<file path="src/rtl/draw_bird.sv">
// Sprite redraw engine: per frame it erases the 4x4 bird at its previous row,
// then plots it at the newly latched row, one pixel per clock.
module draw_bird #(
   parameter logic [7:0] BIRD_X      = 8'd20,
   parameter logic [2:0] BIRD_COLOUR = 3'b110,
   parameter logic [2:0] BG_COLOUR   = 3'b000,
   parameter logic [6:0] Y_MAX       = 7'd119
) (
   input  logic       clk,
   input  logic       resetn,
   input  logic       go,
   input  logic [7:0] bird_y,
   output logic [7:0] x_out,
   output logic [6:0] y_out,
   output logic [2:0] colour,
   output logic       plot,
   output logic       busy,
   output logic       done,
   output logic [2:0] state_dbg
);

   // Handshake: go is a level request sampled only while IDLE (busy=0); once
   // taken, busy stays high until the cycle after the one-cycle done pulse.
   // x_out/y_out/colour are meaningful only while plot=1.
   typedef enum logic [2:0] {
      IDLE  = 3'd0,
      LATCH = 3'd1,
      ERASE = 3'd2,
      DRAW  = 3'd3,
      DONE  = 3'd4
   } state_t;

   localparam logic [7:0] Y_LIM = {1'b0, Y_MAX} - 8'd3;

   state_t     state, state_nxt;
   logic [3:0] cnt;
   logic [6:0] old_y, new_y;
   logic       valid;

   always_ff @(posedge clk or negedge resetn) begin
      if (!resetn) state <= IDLE;
      else         state <= state_nxt;
   end

   always_comb begin
      state_nxt = state;
      case (state)
         IDLE:    if (go) state_nxt = LATCH;
         LATCH:   state_nxt = valid ? ERASE : DRAW;
         ERASE:   if (cnt == 4'd15) state_nxt = DRAW;
         DRAW:    if (cnt == 4'd15) state_nxt = DONE;
         DONE:    state_nxt = IDLE;
         default: state_nxt = IDLE;
      endcase
   end

   // Clamp on the full 8-bit input so large values saturate rather than wrap.
   always_ff @(posedge clk or negedge resetn) begin
      if (!resetn) begin
         cnt   <= 4'd0;
         old_y <= 7'd0;
         new_y <= 7'd0;
         valid <= 1'b0;
      end else begin
         case (state)
            LATCH: begin
               cnt   <= 4'd0;
               new_y <= (bird_y > Y_LIM) ? Y_LIM[6:0] : bird_y[6:0];
            end
            ERASE, DRAW: cnt <= cnt + 4'd1;
            DONE: begin
               old_y <= new_y;
               valid <= 1'b1;
            end
            default: ;
         endcase
      end
   end

   always_comb begin
      plot   = 1'b0;
      x_out  = 8'd0;
      y_out  = 7'd0;
      colour = 3'd0;
      done   = 1'b0;
      busy   = (state != IDLE);
      case (state)
         ERASE: begin
            plot   = 1'b1;
            x_out  = BIRD_X + {6'd0, cnt[1:0]};
            y_out  = old_y + {5'd0, cnt[3:2]};
            colour = BG_COLOUR;
         end
         DRAW: begin
            plot   = 1'b1;
            x_out  = BIRD_X + {6'd0, cnt[1:0]};
            y_out  = new_y + {5'd0, cnt[3:2]};
            colour = BIRD_COLOUR;
         end
         DONE:    done = 1'b1;
         default: ;
      endcase
   end

   assign state_dbg = state;

endmodule

</file>
<file path="config.mk">
export PLATFORM = sky130hd
export DESIGN_NAME = draw_bird
export DESIGN_NICKNAME = d
export VERILOG_FILES = /design/src/rtl/draw_bird.sv
export SDC_FILE = /design/constraint.sdc
export NUM_CORES = 1
export LEC_CHECK = 0
export CAP_MARGIN = 10
export CORE_ASPECT_RATIO = 2
export CORE_UTILIZATION = 30
export DETAILED_ROUTE_END_ITERATION = 12
export REMOVE_ABC_BUFFERS = 1
export SYNTH_ARGS = -nofsm -noshare
export SYNTH_HDL_FRONTEND = slang
export SYNTH_SLANG_ARGS = --single-unit
export TNS_END_PERCENT = 10
</file>
<file path="constraint.sdc">
create_clock -name clk -period 3.8 [get_ports clk]
set_input_delay 0.57 -clock clk [delete_from_list [all_inputs] [get_ports clk]]
set_output_delay 0.57 -clock clk [all_outputs]
set_load 0.005 [all_outputs]
</file>
==> results.sh <==
export IMPL_drcViolationCount=0
export IMPL_dr_total_vias=1110
export IMPL_first_global_vias=1052
export IMPL_synth_warning_count=0
export IMPL_slowest_stage_delay_cp_ps=500
export IMPL_antenna_cells=0
export IMPL_finalSetupTns_ps=0
export IMPL_timing_critical_path_cells="nand2b_4 > inv_4 > nand2_2 > mux2_2 > ha_1 > fa_2 > nand2_1 > or3_4 > a21oi_2 > a31o_1 > clkdlybuf4s50_1"
export IMPL_placement_io_buffers=29
export IMPL_start_util=0.310
export IMPL_ff2ff_setup_slack_ps=2320
export IMPL_final_seq_area_um2=553
export IMPL_final_layout_size_suffix_gt1_frac=0.180
export IMPL_min_period_ps=3550
export IMPL_min_delay_path_class="register to register"
export IMPL_timing_final_hold_violations=0
export IMPL_drt_pre_antenna_iters=4
export IMPL_holdPathEnd="valid"
export IMPL_detail_routed_via_count_per_cell=4.91
export IMPL_wl_per_cell_um=13.2
export IMPL_syn_area_mm2=0.00133
export IMPL_finalPower_uw=1390
export IMPL_net_switching_uw=509
export IMPL_worst_path_buf_inv=2
export IMPL_seqPwrFrac=0.284
export IMPL_clk_pin_slew_worst_paths_ps=80
export IMPL_min_from="valid"
export IMPL_leakage_uw=0.000771
export IMPL_hold_depth=1
export IMPL_clock_tree_buffer_depth=2
export IMPL_cp_arrival_ps=2980
export IMPL_syn_avg_cell_area_um2=9.52
export IMPL_period_share=0.935
export IMPL_number_of_i_o_pins=35
export IMPL_power_density_mw_per_mm2=800
export IMPL_synth_cell_type_count=36
export IMPL_cts_buffers_inserted=3
export IMPL_grt_overflow=0
export IMPL_critical_path_sink_type="primary output"
export IMPL_fill_cells=446
export IMPL_syn_to_final_growth_pct=30.7
export IMPL_sequential_fraction_of_the_synthesis_area=0.413
export IMPL_synth_seq_cells=22
export IMPL_core_region_area_mm2=0.00430
export IMPL_nets=188
export IMPL_die_height_um=96.3
export IMPL_pin_count_of_the_biggest_net_entering_global_routing=23
export IMPL_globalRouteTotalUtil=0.142
export IMPL_totalWireLength_mm=2.98
export IMPL_critical_path_reg2reg_endpoint="old_y[1]"
export IMPL_clockPowerShare=0.121
export IMPL_maxCapViolCount=0
export IMPL_r2r_worst_path_cells=4
export IMPL_comb_power_share=0.595
export IMPL_fin_skew_ps=1.11
export IMPL_clock_insertion_delay_worst_skew_ps=270
export IMPL_grt_setup_unrepaired="false"
export IMPL_most_frequent_standard_cell_in_the_layout_excluding_fill_and_tap_cells="sky130_fd_sc_hd__clkdlybuf4s50_1"
export IMPL_placement_rows=34
export IMPL_internal_power_consumption_uw=885
export IMPL_floorplan_die_width_um=49.1
export IMPL_antenna_viol_nets_final=0
export IMPL_grt_antenna_before_repair=0
export IMPL_grt_first_pass_wirelength_mm=4.97
export IMPL_multi_input_comb_area_um2=692
export IMPL_setup_violations=0
export IMPL_power_ir_vdd_worst_v=0.000354
export IMPL_netSwitchingFraction=0.365
export IMPL_cts_root_buf="sky130_fd_sc_hd__clkbuf_8"
export IMPL_layout_cells_most_common_list="sky130_fd_sc_hd__clkdlybuf4s50_1, sky130_fd_sc_hd__dfrtp_1, sky130_fd_sc_hd__nand2_1, sky130_fd_sc_hd__nor2_1"
export IMPL_cell_with_the_biggest_individual_delay_on_the_critical_path="sky130_fd_sc_hd__clkdlybuf4s50_1"
export IMPL_first_iter_violations=35
export IMPL_path_max_fanout=12
export IMPL_start_kind="register"
export IMPL_setup_slack_ps=246
export IMPL_tightestPinTransition_ps=984
export IMPL_place_hpwl_mm=2.27
export IMPL_place_congestion=0.765
export IMPL_cts_sink_count=22
export IMPL_max_slew_margin_rel=0.342
export IMPL_h_tree_depth=1
export IMPL_crit_reg2reg_launch="state_dbg[0]"
export IMPL_timing_fmax_mhz=281
export IMPL_crit_family="simple AND/OR/NAND/NOR gates"
export IMPL_criticalPathCategory="register to primary output"
export IMPL_place_ws_ps=179
export IMPL_result_of_the_run="complete, no violations"
export IMPL_synthCells=140
export IMPL_post_cts_hold_buffer_count=0
export IMPL_final_max_slew_viol_count=0
export IMPL_fp_dieArea_mm2=0.00473
export IMPL_cts_tree="done"
export IMPL_cp_required_ps=3230
-- area by class of cell --
class | count | area share
well taps | 54 | 0.0388
clock buffers | 4 | 0.0316
multi-input cells | 104 | 0.397
inverters | 5 | 0.0122
flip-flops and latches | 22 | 0.318
repair buffers | 37 | 0.203
-- per-stage QoR --
stage               std cells  utilization  hold WS, ps  instance area, um2
global route              226        0.405          503                1740
detailed placement        217        0.381          465                1640
CTS                       221        0.395          484                1700
global placement          217        0.381          457                1640
floorplan                 131            -          274                1260
finish                    226        0.405          483                1740
-- kinds of logic (layout without fill, tap and decap cells) --
family                   count (synthesis)  count (layout)  share of synthesized area
AO/OA/AOI/OAI                           21              21                     0.0958
XOR/XNOR                                 6               6                     0.0394
adder cells (fa/ha/maj)                  4               4                     0.0432
buffers and inverters                   18              46                     0.0826
flip-flops                              22              22                      0.413
multiplexers                            13              13                      0.106
other                                    1               5                    0.00281
AND/OR/NAND/NOR                         55              55                      0.217
-- cells in the mapped netlist --
cell type / n / area share
sky130_fd_sc_hd__or2_2: 1 / 0.0047
sky130_fd_sc_hd__and3_1: 3 / 0.014
sky130_fd_sc_hd__a31oi_1: 2 / 0.0094
sky130_fd_sc_hd__a21oi_2: 1 / 0.0066
sky130_fd_sc_hd__nor3_1: 1 / 0.0038
sky130_fd_sc_hd__a21oi_1: 9 / 0.034
sky130_fd_sc_hd__nand3_1: 6 / 0.023
sky130_fd_sc_hd__nand2b_4: 2 / 0.021
sky130_fd_sc_hd__xnor2_1: 2 / 0.013
sky130_fd_sc_hd__a221oi_1: 1 / 0.0066
sky130_fd_sc_hd__dfrtp_1: 22 / 0.41
sky130_fd_sc_hd__nor2_1: 14 / 0.039
sky130_fd_sc_hd__mux2_2: 9 / 0.076
sky130_fd_sc_hd__o21bai_1: 1 / 0.0056
sky130_fd_sc_hd__buf_2: 4 / 0.015
sky130_fd_sc_hd__a21o_1: 1 / 0.0056
sky130_fd_sc_hd__fa_1: 1 / 0.015
sky130_fd_sc_hd__inv_2: 1 / 0.0028
sky130_fd_sc_hd__or3_1: 2 / 0.0094
sky130_fd_sc_hd__a31o_1: 1 / 0.0066
sky130_fd_sc_hd__buf_6: 1 / 0.0085
sky130_fd_sc_hd__inv_1: 4 / 0.011
sky130_fd_sc_hd__a22o_1: 1 / 0.0066
sky130_fd_sc_hd__nand2_1: 15 / 0.042
sky130_fd_sc_hd__nor3b_1: 2 / 0.011
sky130_fd_sc_hd__conb_1: 1 / 0.0028
sky130_fd_sc_hd__nand4b_1: 1 / 0.0066
sky130_fd_sc_hd__and2_1: 4 / 0.019
sky130_fd_sc_hd__buf_4: 8 / 0.045
sky130_fd_sc_hd__or3_4: 1 / 0.0085
sky130_fd_sc_hd__o21ai_0: 4 / 0.015
sky130_fd_sc_hd__nand3b_1: 1 / 0.0056
sky130_fd_sc_hd__ha_1: 3 / 0.028
sky130_fd_sc_hd__nand4_1: 2 / 0.0094
sky130_fd_sc_hd__mux2i_1: 4 / 0.030
sky130_fd_sc_hd__xor2_1: 4 / 0.026
-- power groups by stage --
stage | clock, uW | combinational, uW | sequential (uW)
6_report | 169 | 829 | 396
2_1_floorplan | 0 | 381 | 394
3_5_place_dp | 0 | 789 | 403
4_1_cts | 175 | 798 | 400
5_1_grt | 188 | 919 | 407
3_3_place_gp | 0 | 781 | 400
-- timing repair --
item,4_1_cts,5_1_grt
buffers inserted,0,5
resized for setup,3,3
setup endpoints to repair,1,2
pin swaps,0,1
-- sequential cells by signal, summed over array words and instances, names as in the netlist --
register   flops
cnt            4
new_y          7
old_y          7
state_dbg      3
valid          1
-- metal layers --
layer  share of wire  GRT usage  up-vias  routed length [um]
li1                -          -      530                   -
met1            0.38      0.141      538                1130
met2            0.57      0.279       37                1690
met3           0.033     0.0190        5                  98
met4           0.020     0.0735        0                  59
met5               0          0        -                   0
-- how the worst max path moves through the flow --
stage / start / end / slack [ps] / depth (start not counted)
floorplan: state_dbg[2] / y_out[4] / 860 / 10
global placement: state_dbg[2] / y_out[4] / 290 / 11
detailed placement: state_dbg[2] / y_out[4] / 180 / 11
CTS: state_dbg[2] / y_out[4] / 4 / 11
global route: state_dbg[2] / y_out[6] / 70 / 11
finish: state_dbg[2] / y_out[6] / 250 / 11
Note: power is estimated with default switching activity, not from simulation.
